File: src/rtl/bp_fpga_host_nbf_rx.sv
// FPGA host bridge receive path: UART bytes -> NBF packets -> single-beat uncached IO commands.
// IO header layout (LSB first): msg_type[3:0], addr[paddr_width_p], size[2:0], payload (zero on commands).
module bp_fpga_host_nbf_rx
  #(parameter int paddr_width_p      = 40
  , parameter int nbf_addr_width_p   = paddr_width_p
  , parameter int nbf_data_width_p   = 64
  , parameter int uart_data_bits_p   = 8
  , parameter int nbf_buffer_els_p   = 4
  , parameter int io_credits_p       = 16
  , parameter int io_payload_width_p = 17
  , localparam int io_header_width_lp = 4 + paddr_width_p + 3 + io_payload_width_p
  , localparam int nbf_width_lp       = 8 + nbf_addr_width_p + nbf_data_width_p
  , localparam int nbf_bytes_lp       = nbf_width_lp / 8
  )
  (input  logic                          clk_i
  , input  logic                          reset_i
  , input  logic [uart_data_bits_p-1:0]   rx_i
  , input  logic                          rx_v_i
  , output logic [io_header_width_lp-1:0] io_cmd_header_o
  , output logic [nbf_data_width_p-1:0]   io_cmd_data_o
  , output logic                          io_cmd_v_o
  , input  logic                          io_cmd_ready_and_i
  , output logic                          io_cmd_last_o
  , input  logic [io_header_width_lp-1:0] io_resp_header_i
  , input  logic [nbf_data_width_p-1:0]   io_resp_data_i
  , input  logic                          io_resp_v_i
  , output logic                          io_resp_ready_and_o
  , input  logic                          io_resp_last_i
  , output logic [nbf_width_lp-1:0]       nbf_o
  , output logic                          nbf_v_o
  , input  logic                          nbf_ready_and_i
  , output logic                          overflow_o
  );

  localparam int cnt_width_lp  = $clog2(nbf_bytes_lp);
  localparam int ptr_width_lp  = (nbf_buffer_els_p > 1) ? $clog2(nbf_buffer_els_p) : 1;
  localparam int fcnt_width_lp = $clog2(nbf_buffer_els_p + 1);
  localparam int cred_width_lp = $clog2(io_credits_p + 1);

  localparam logic [7:0] op_write_8_lp = 8'h03;
  localparam logic [7:0] op_read_8_lp  = 8'h13;
  localparam logic [7:0] op_fence_lp   = 8'hFE;
  localparam logic [7:0] op_finish_lp  = 8'hFF;

  localparam logic [3:0] msg_uc_rd_lp  = 4'd2;
  localparam logic [3:0] msg_uc_wr_lp  = 4'd3;
  localparam logic [2:0] msg_size_8_lp = 3'd3;

  typedef enum logic [2:0] {e_reset, e_ready, e_read_wait, e_drain, e_send_nbf} state_e;

  state_e state_q, state_d;

  logic [cnt_width_lp-1:0]  cnt_q, cnt_d;
  logic [nbf_width_lp-1:0]  asm_q, asm_d;
  logic [ptr_width_lp-1:0]  wptr_q, wptr_d, rptr_q, rptr_d;
  logic [fcnt_width_lp-1:0] fcnt_q, fcnt_d;
  logic [cred_width_lp-1:0] credits_q, credits_d;
  logic [nbf_width_lp-1:0]  saved_q, saved_d;
  logic                     overflow_q, overflow_d;
  logic [nbf_width_lp-1:0]  fifo_mem [nbf_buffer_els_p];

  logic                        last_byte, push, pop, fifo_full, fifo_empty;
  logic                        cmd_hs, resp_hs, credits_avail;
  logic [nbf_width_lp-1:0]     head;
  logic [7:0]                  head_op;
  logic [nbf_addr_width_p-1:0] head_addr;
  logic [nbf_data_width_p-1:0] head_data;
  logic [3:0]                  cmd_msg_type;

  // Deserializer: bytes shift in from the top so the opcode ends up in the low byte.
  assign last_byte = rx_v_i && (cnt_q == cnt_width_lp'(nbf_bytes_lp - 1));

  always_comb begin
    asm_d = asm_q;
    cnt_d = cnt_q;
    if (rx_v_i) begin
      asm_d = {rx_i, asm_q[nbf_width_lp-1:uart_data_bits_p]};
      cnt_d = last_byte ? '0 : cnt_q + 1'b1;
    end
  end

  assign fifo_full  = (fcnt_q == fcnt_width_lp'(nbf_buffer_els_p));
  assign fifo_empty = (fcnt_q == '0);
  assign push       = last_byte && !fifo_full;
  assign overflow_d = overflow_q | (last_byte & fifo_full);

  always_comb begin
    wptr_d = wptr_q;
    rptr_d = rptr_q;
    fcnt_d = fcnt_q;
    if (push) wptr_d = (wptr_q == ptr_width_lp'(nbf_buffer_els_p - 1)) ? '0 : wptr_q + 1'b1;
    if (pop)  rptr_d = (rptr_q == ptr_width_lp'(nbf_buffer_els_p - 1)) ? '0 : rptr_q + 1'b1;
    case ({push, pop})
      2'b10:   fcnt_d = fcnt_q + 1'b1;
      2'b01:   fcnt_d = fcnt_q - 1'b1;
      default: fcnt_d = fcnt_q;
    endcase
  end

  always_ff @(posedge clk_i) begin
    if (push) fifo_mem[wptr_q] <= asm_d;
  end

  assign head      = fifo_mem[rptr_q];
  assign head_op   = head[7:0];
  assign head_addr = head[8 +: nbf_addr_width_p];
  assign head_data = head[8 + nbf_addr_width_p +: nbf_data_width_p];

  // Credits bound the number of commands awaiting a response.
  assign cmd_hs        = io_cmd_v_o & io_cmd_ready_and_i;
  assign resp_hs       = io_resp_v_i & io_resp_ready_and_o;
  assign credits_avail = (credits_q < cred_width_lp'(io_credits_p));

  always_comb begin
    credits_d = credits_q;
    case ({cmd_hs, resp_hs})
      2'b10:   credits_d = credits_q + 1'b1;
      2'b01:   credits_d = (credits_q != '0) ? credits_q - 1'b1 : credits_q;
      default: credits_d = credits_q;
    endcase
  end

  always_comb begin
    state_d       = state_q;
    saved_d       = saved_q;
    pop           = 1'b0;
    io_cmd_v_o    = 1'b0;
    io_cmd_data_o = '0;
    cmd_msg_type  = msg_uc_wr_lp;
    nbf_v_o       = 1'b0;
    case (state_q)
      e_reset: state_d = e_ready;
      e_ready: begin
        if (!fifo_empty) begin
          case (head_op)
            op_write_8_lp: begin
              io_cmd_v_o    = credits_avail;
              io_cmd_data_o = head_data;
              pop           = credits_avail && io_cmd_ready_and_i;
            end
            op_read_8_lp: begin
              io_cmd_v_o   = credits_avail;
              cmd_msg_type = msg_uc_rd_lp;
              if (credits_avail && io_cmd_ready_and_i) begin
                pop     = 1'b1;
                saved_d = head;
                state_d = e_read_wait;
              end
            end
            op_fence_lp, op_finish_lp: begin
              pop     = 1'b1;
              saved_d = head;
              state_d = e_drain;
            end
            default: pop = 1'b1;
          endcase
        end
      end
      e_read_wait: begin
        if (io_resp_v_i && (io_resp_header_i[3:0] == msg_uc_rd_lp)) begin
          saved_d = {io_resp_data_i, saved_q[8 + nbf_addr_width_p - 1:0]};
          state_d = e_send_nbf;
        end
      end
      e_drain: begin
        if ((credits_q == '0) && !io_resp_v_i) state_d = e_send_nbf;
      end
      e_send_nbf: begin
        nbf_v_o = 1'b1;
        if (nbf_ready_and_i) state_d = e_ready;
      end
      default: state_d = e_reset;
    endcase
  end

  always_ff @(posedge clk_i) begin
    if (reset_i) begin
      state_q    <= e_reset;
      cnt_q      <= '0;
      wptr_q     <= '0;
      rptr_q     <= '0;
      fcnt_q     <= '0;
      credits_q  <= '0;
      overflow_q <= 1'b0;
    end else begin
      state_q    <= state_d;
      cnt_q      <= cnt_d;
      wptr_q     <= wptr_d;
      rptr_q     <= rptr_d;
      fcnt_q     <= fcnt_d;
      credits_q  <= credits_d;
      overflow_q <= overflow_d;
    end
  end

  always_ff @(posedge clk_i) begin
    asm_q   <= asm_d;
    saved_q <= saved_d;
  end

  assign io_cmd_header_o     = {{io_payload_width_p{1'b0}}, msg_size_8_lp,
                                head_addr[paddr_width_p-1:0], cmd_msg_type};
  assign io_cmd_last_o       = io_cmd_v_o;
  assign io_resp_ready_and_o = 1'b1;
  assign nbf_o               = saved_q;
  assign overflow_o          = overflow_q;

  logic unused_ok;
  assign unused_ok = ^{io_resp_header_i[io_header_width_lp-1:4], io_resp_last_i};

  resp_needs_credit_a: assert property (@(posedge clk_i) disable iff (reset_i)
    io_resp_v_i |-> (credits_q != '0));

endmodule

File: config.mk
export PLATFORM = sky130hd
export DESIGN_NAME = bp_fpga_host_nbf_rx
export DESIGN_NICKNAME = d
export VERILOG_FILES = /design/src/rtl/bp_fpga_host_nbf_rx.sv
export SDC_FILE = /design/constraint.sdc
export NUM_CORES = 1
export LEC_CHECK = 0
export BUFFER_PORTS_ARGS = -buffer_cell sky130_fd_sc_hd__buf_2
export CAP_MARGIN = 20
export CELL_PAD_IN_SITES_DETAIL_PLACEMENT = 1
export CELL_PAD_IN_SITES_GLOBAL_PLACEMENT = 1
export CORE_MARGIN = 4
export CORE_UTILIZATION = 45
export CTS_CLUSTER_DIAMETER = 100
export DETAILED_ROUTE_END_ITERATION = 8
export HOLD_SLACK_MARGIN = 0.05
export MAX_ROUTING_LAYER = met4
export PLACE_DENSITY = 0.83
export SYNTH_ARGS = -nofsm -noshare
export SYNTH_HDL_FRONTEND = slang
export SYNTH_SLANG_ARGS = --single-unit
File: constraint.sdc
create_clock -name clk_i -period 7.1 [get_ports clk_i]
set_input_delay 1.42 -clock clk_i [delete_from_list [all_inputs] [get_ports clk_i]]
set_output_delay 1.42 -clock clk_i [all_outputs]
set_load 0.02 [all_outputs]
**Word-level counts from Yosys, hierarchy flattened**

Memory sizes are Yosys's and may differ from the RTL's. A register that Yosys moved wholly into a read port is not among the register bits.
Index checks and enable logic that the tools add are counted.

- Add/subtract/negate cells: 7
- Order comparisons: 1
- Muxes and demuxes: 37
- Bitwise logic cells: 5
- Eq/ne operators: 25
- Reductions and logical operators: 21

Operators by type and width:

| cell | count |
|---|---|
| $mux 112 | 4 |
| $pmux 112 s2 | 2 |
| $mux 64 | 3 |
| $eq 8x8->1 const B | 2 |
| $mux 3 | 5 |
| $pmux 3 s5 | 1 |
| $mux 1 | 12 |
| $ne 2x2->1 const B | 6 |
| $pmux 3 s2 | 2 |
| $pmux 5 s2 | 1 |
| $reduce_and 5->1 | 2 |
| $eq 2x2->1 const B | 4 |
| $eq 8x2->1 const B | 1 |
| $eq 8x5->1 const B | 1 |
| $mux 2 | 4 |
| $reduce_bool 2->1 | 4 |
| $eq 3x2->1 const B | 2 |
| $eq 3x3->1 const B | 2 |
| $logic_not 3->1 | 2 |
| $reduce_and 6->1 | 1 |
| $add 5x1->5 const B | 1 |
| $logic_and 1x1->1 | 5 |
| $logic_not 5->1 | 1 |
| $lt 5x5->1 const B | 1 |
| other kinds (21) | 27 |

- Bits in writable memories: 448
- Memories kept: 1
- Register bits after elaboration: 244
- Logic and storage cells: 107
- Bits of input ports: 143

Memories:

| name | words | width | read ports | clocked after Yosys merged registers in | write ports | RTL line | text |
|---|---|---|---|---|---|---|---|
| fifo_mem | 4 | 112 | 1 | 1 | 1 | 60 | `logic [nbf_width_lp-1:0] fifo_mem [nbf_buffer_els_p];` |

**Logic depth before layout (Yosys ltp)**

Gate-level depths: netlist of the first run.

- Word-level depth: 9
- Depth in mapped cells: 14
- Depth with buffers taken out: 12

**Worst setup path after synthesis of the first run**

Ideal clock, no wire load.

- Path kind: in2reg
- Start: in rx_v_i
- End: mem fifo_mem[0][0] (netlist bit) (enable)
- Data arrival time: 4.768 ns
- Setup time: 0.484 ns
- Slack: 1.849 ns
- Stages on the path: 4
- Required time: 6.616 ns
- Cell sequence: clkbuf_1 > nand4_1 > a21oi_1 > and2_1

- Word-level cells in the longest chain between the ends: 4

RTL lines:

| item | RTL line | text |
|---|---|---|
| start, declared | 18 | `, input logic rx_v_i` |
| $logic_and 1x1->1 | 71 | `assign last_byte = rx_v_i && (cnt_q == cnt_width_lp'(nbf_bytes_lp - 1));` |
| $logic_and 1x1->1 | 84 | `assign push = last_byte && !fifo_full;` |
| $mux 1 | 101 | `if (push) fifo_mem[wptr_q] <= asm_d;` |
| $mux 1 (not written as such) | 101 |  |
| end, declared | 60 |  |

Every way passes these cells.

==> run_results.csv, run 1 <==
group,metric,value,unit
outcome,status,"finished clean",
clock_network,clockBufferDepth,3,
floorplanning,die_h,249,um
global_routing,antenna_found_initial,1,
sta,skew,0.0194,ns
detailed_routing,antenna_left,0,
clock_network,cts.sinks,694,
place,io_buffers,302,
detailed_routing,wirelength,58.7,mm
run,max_cap_violations,0,
yosys,yosysWarningCount,0,
final_layout,areaGrowthSynthToFinish,17.6,%
clock_network,cts.repair.resized,0,
final_layout,drive_gt1_share,40.4,%
place,hpwl,36.8,mm
sta,drv_slew,0,
yosys,synth_compound_area_share,0.628,%
yosys,synthFlopType,"edfxtp_1",
power_and_ir_drop,peakVddDrop,0.190,mV
setup_path,crit_path_start_kind,"register",
sta,fin_setup_tns,0,ns
final_layout,nFillCells,5203,
sta,worstMarginPinSlew,1.00,ns
yosys,yosys-mux-area-fraction,17.7,%
yosys,synth_xor_area_share,0.235,%
sta,fin_crit_sh,78.5,%
global_routing,grt_pass1_wl,89.6,mm
clock_network,clk_pin_slew,0.06,ns
yosys,synthTopCellsByCount,"560 x edfxtp_1, 139 x mux2_2, 134 x dfxtp_1, 112 x mux4_2, 69 x and2_1",
yosys,synthesis.area,26100,um^2
sta,fin_crit,5.57,ns
yosys,synth_most_common_cell,"edfxtp_1",
sta,fmax,179,MHz
yosys,async_flop_share,0,%
sta,hold_violations,0,
clock_network,cts_tree,"yes",
sta,finalSetupViolCount,0,
clock_network,cts_buffers,70,
global_routing,gr-total-overflow,0,
yosys,synth_edf_count,560,
floorplanning,dieArea,61900,um^2
clock_network,clock-root-buffer,"clkbuf_16",
detailed_routing,via_per_inst,5.27,
global_routing,grtUsageTotal,19.4,%
yosys,synthSimpleGateAreaFrac,4.21,%
yosys,synth_top_cell_area_share,64.4,%
sta,relSlewSlack,33.3,%
clock_network,cts_setup_buffers,0,
floorplanning,io_pins,388,
detailed_routing,drc,0,
worst_hold_path,min-delay-start,"overflow_o$_SDFF_PP0_",
setup_path,path_class,"reg -> out",
global_routing,grt_max_degree,82,
setup_path,worstPathRequired,5.68,ns
clock_network,htreeDepth,3,
final_layout,finalNetCount,1797,
yosys,avgSynthCellArea,19.8,um^2
yosys,synth_cell_types,54,
yosys,syn_inst,1316,
yosys,yosysSeqAreaShare,74.7,%
floorplanning,core-area,57600,um^2
worst_hold_path,hp-class,"reg -> reg",
yosys,netlist_top_cells_area,"edfxtp_1 64%, dfxtp_1 10%, mux4_2 9.7%",
yosys,ys_ff_latch,694,
setup_path,critical_path_peak_fanout,58,
yosys,synth_area_leader_cell,"edfxtp_1",
floorplanning,start_util,45.3,%
detailed_routing,wl_per_cell,23.8,um
detailed_routing,via_count,12974,
power_and_ir_drop,p_leak,10.7,nW
floorplanning,fp.dieW,249,um
floorplanning,rows,88,
setup_path,end_kind,"output port",
sta,worst_hold_slack,0.488,ns
place,place_congestion,0.737,
sta,grt_setup_unrepaired,"false",
yosys,synth_adder_area_share,0.681,%
yosys,synth_top_family_by_area,"multiplexers",
setup_path,arrival,4.15,ns
power_and_ir_drop,power_per_cell_area,304,nW/um^2
global_routing,grt_pass1_vias,14074,
clock_network,ctsHoldBuffers,0,
detailed_routing,drtIter0Drc,1017,
detailed_routing,first_pass_iters,5,
clock_network,clk_latency,0.60,ns
layer usage:
metal  up-vias  track usage, %  wire length, um
li1       5745               -                -
met1      6800            24.3            24100
met2       341            32.6            30100
met3        88            4.17             3160
met4         0            4.87             1280
met5         -               -                0
power breakdown:
| group | switching [mW] | leakage, nW | internal [mW] | total [mW] |
|---|---|---|---|---|
| logic | 0.359 | 3.41 | 0.221 | 0.580 |
| registers | 0.185 | 6.17 | 4.90 | 5.09 |
| clock network | 1.54 | 1.12 | 2.13 | 3.67 |
| total | 2.08 | 10.7 | 7.25 | 9.34 |
logic make-up (layout without fill, tap and decap cells):
group,count (synthesis),count (layout)
mux,298,298
flops,694,694
xor+xnor,7,7
other cells,2,25
fa+ha+maj,13,13
buf+inv,93,452
simple gates,184,184
compound gates,25,25
worst max-delay path, stage by stage (launching register included):
cell	delay, ns
dfxtp_4	0.79
mux4_2	0.65
and4bb_1	0.36
and3b_1	0.28
nand2_2	0.11
nor2_4	0.34
buf_4	0.55
and2_1	0.24
buf_2	0.17
placed cells by master, fill, tap and decap left out, types with 11 or more instances in the layout:
master	instances
and2_1	65
clkbuf_1	20
nand2_1	12
nor2b_1	49
mux2_2	139
mux2_1	38
clkinv_2	13
mux4_2	112
conb_1	24
nor2_1	22
edfxtp_1	560
clkbuf_16	71
ha_1	11
buf_2	301
dfxtp_1	132
through the flow:
stage / instance area, um^2 / power, mW / std cells / util, % / worst slack (ns)
final: 30700 / 9.34 / 2463 / 53.3 / 1.53
after global routing: 30700 / 9.72 / 2463 / 53.3 / 1.19
after CTS: 30700 / 9.44 / 2461 / 53.3 / 1.44
after detailed placement: 28400 / 5.76 / 2333 / 49.3 / 2.14
after global placement: 28400 / 5.65 / 2333 / 49.3 / 2.19
after floorplan: 26200 / 5.48 / 1338 / - / 1.85
final cells by class:
cell class | instances | area, um^2 | area share (%)
Antenna cell | 1 | 2.50 | 0.00815
Clock buffer | 95 | 1910 | 6.21
Clock inverter | 33 | 379 | 1.23
Inverter | 10 | 37.5 | 0.122
Multi-Input combinational cell | 551 | 6240 | 20.3
Sequential cell | 694 | 19500 | 63.5
Tap cell | 765 | 957 | 3.12
Timing Repair Buffer | 314 | 1680 | 5.48
registers in the layout, summed over array words and instances (netlist names), named ones only:
signal      count
fifo_mem      448
credits_q       5
asm_q         112
fcnt_q          3
nbf_o         112
state_q         3
cnt_q           4
rptr_q          2
overflow_o      1
wptr_q          2
worst paths after layout:
check | to | slack, ns | depth (start not counted)
max | io_cmd_data_o[56] | 1.53 | 8
min | overflow_o$_SDFF_PP0_ | 0.49 | 2
max reg2reg | nbf_o[111]$_DFFE_PP_ | 3.10 | 7
min reg2reg | overflow_o$_SDFF_PP0_ | 0.49 | 2
No activity file was read; power rests on OpenSTA's default activity.
==> inputs of run 2 (changes only) <==
- CORE_UTILIZATION: 45 -> 44
- PLACE_DENSITY: 0.83 -> 0.85
- clock period: 7.1 -> 4.6 ns (I/O delays scaled with it)
==> run 2 against run 1 <==
Effect of this change:
- setup slack worse by 1.3 ns
- power up 55%
- worst hold slack better by 0.031 ns
- critical path depth unchanged
- design area up 0.82%
- sequential cell count unchanged
- critical endpoint is now io_cmd_data_o[39]
- highest routed layer unchanged
==> run_results.csv, run 2 (same netlist as run 1, synthesis figures left out) <==
group,metric,value,unit
clock_network,cts.sinks,694,
setup_path,critical_path_peak_fanout,60,
floorplanning,dieArea,63300,um^2
clock_network,clk_pin_slew,0.06,ns
sta,grt_setup_unrepaired,"false",
detailed_routing,drtIter0Drc,919,
worst_hold_path,hp-class,"reg -> reg",
detailed_routing,wirelength,61.1,mm
detailed_routing,antenna_left,0,
detailed_routing,first_pass_iters,4,
sta,fin_crit_sh,95.0,%
sta,finalWorstSetupSlack,0.230,ns
power_and_ir_drop,power_per_cell_area,468,nW/um^2
global_routing,grt_pass1_wl,91.7,mm
place,io_buffers,302,
global_routing,gr-total-overflow,0,
detailed_routing,via_count,13116,
sta,worstMarginPinSlew,0.960,ns
clock_network,clockBufferDepth,3,
detailed_routing,wl_per_cell,24.5,um
clock_network,cts_tree,"yes",
outcome,status,"finished clean",
power_and_ir_drop,p_leak,10.8,nW
detailed_routing,drc,0,
final_layout,finalNetCount,1818,
setup_path,path_class,"reg -> out",
final_layout,final_common_cell,"edfxtp_1",
worst_hold_path,min-delay-start,"asm_q[70]$_DFF_P_",
final_layout,areaGrowthSynthToFinish,18.6,%
sta,fin_setup_tns,0,ns
detailed_routing,via_per_inst,5.26,
floorplanning,rows,89,
place,pre_cts_ws,0.678,ns
global_routing,antenna_found_initial,2,
final_layout,most-common-layout-cells,"560 x edfxtp_1, 301 x buf_2, 139 x mux2_2",
final_layout,largest-register,"fifo_mem",
clock_network,cts_buffers,72,
clock_network,clock-root-buffer,"clkbuf_16",
sta,fmax,229,MHz
sta,skew,0.0287,ns
sta,hold_violations,0,
power_and_ir_drop,peakVddDrop,0.315,mV
floorplanning,start_util,44.3,%
sta,drv_slew,0,
global_routing,grt_pass1_vias,14463,
power_and_ir_drop,finalPower,14.5,mW
clock_network,htreeDepth,3,
clock_network,clk_latency,0.60,ns
place,placed_area,28600,um^2
floorplanning,core-area,58900,um^2
setup_path,worstPathRequired,3.68,ns
global_routing,grt_max_degree,61,
setup_path,arrival,3.45,ns
place,place_congestion,0.739,
floorplanning,fp.dieW,252,um
floorplanning,die_h,252,um
final_layout,largest_register_ffs,448,
final_layout,drive_gt1_share,40.9,%
run,max_cap_violations,0,
sta,fin_crit,4.37,ns
setup_path,crit_path_start_kind,"register",
sta,relSlewSlack,36.0,%
place,hpwl,38.3,mm
setup_path,end_kind,"output port",
floorplanning,io_pins,388,
global_routing,grtUsageTotal,19.8,%
sta,finalSetupViolCount,0,
final_layout,final_cell_area,31000,um^2
sta,worst_hold_slack,0.520,ns
[run 2: cell types whose count changed in the layout (fill, tap and decap cells not counted), sizes merged]
| cell | change |
|---|---|
| clkinv | -2 |
| inv | -2 |
| clkbuf | +8 |
| buf | +19 |
| bufinv | -2 |
| clkinvlp | +2 |
[run 2: power by group]
part | switching [mW] | internal [mW] | leakage, nW
registers | 0.291 | 7.57 | 6.17
clock network | 2.36 | 3.38 | 1.14
logic | 0.566 | 0.343 | 3.53
[run 2: path summary, 6_finish.rpt]
kind	to	cells past startpoint	slack, ns
worst max-delay path	io_cmd_data_o[39]	8	0.23
worst min-delay path	asm_q[62]$_DFF_P_	1	0.52
worst max register to register	nbf_o[52]$_DFFE_PP_	8	0.89
worst min register to register	asm_q[62]$_DFF_P_	1	0.52
[run 2: per-stage QoR]
| step | util, % | cells |
|---|---|---|
| 2_1_floorplan | - | 1338 |
| 3_3_place_gp | 48.6 | 2360 |
| 3_5_place_dp | 48.6 | 2360 |
| 4_1_cts | 52.5 | 2493 |
| 5_1_grt | 52.6 | 2493 |
| 6_report | 52.6 | 2494 |
[run 2: routing by layer]
metal | vias to the layer above | wire (um) | track usage, %
met5 | - | 0 | -
met4 | 0 | 1400 | 6.07
met3 | 84 | 3250 | 3.46
met2 | 394 | 32700 | 34.7
met1 | 6836 | 23700 | 23.5
li1 | 5802 | - | -
[run 2: area by class of cell]
class / count / area, um^2
repair buffers: 333 / 1870
clock inverters: 29 / 267
multi-input cells: 551 / 6240
fillers: 5380 / 27900
diodes: 1 / 2.50
clock buffers: 103 / 2070
well taps: 773 / 967
inverters: 10 / 37.5
flip-flops and latches: 694 / 19500
[run 2: critical path, cell delays in order (launching register included)]
cell	delay, ns
dfxtp_4	0.55
mux4_2	0.63
and4bb_1	0.38
and3b_1	0.26
nand2_2	0.11
nor2_4	0.21
buf_12	0.28
and2_1	0.21
buf_2	0.18
[run 2: timing repair]
item,in CTS,in global routing
setup buffers,1,0
pin swaps,1,0
gates resized for setup,1,1
hold buffers,0,0
gates cloned,0,0
endpoints found under the setup margin,1,5
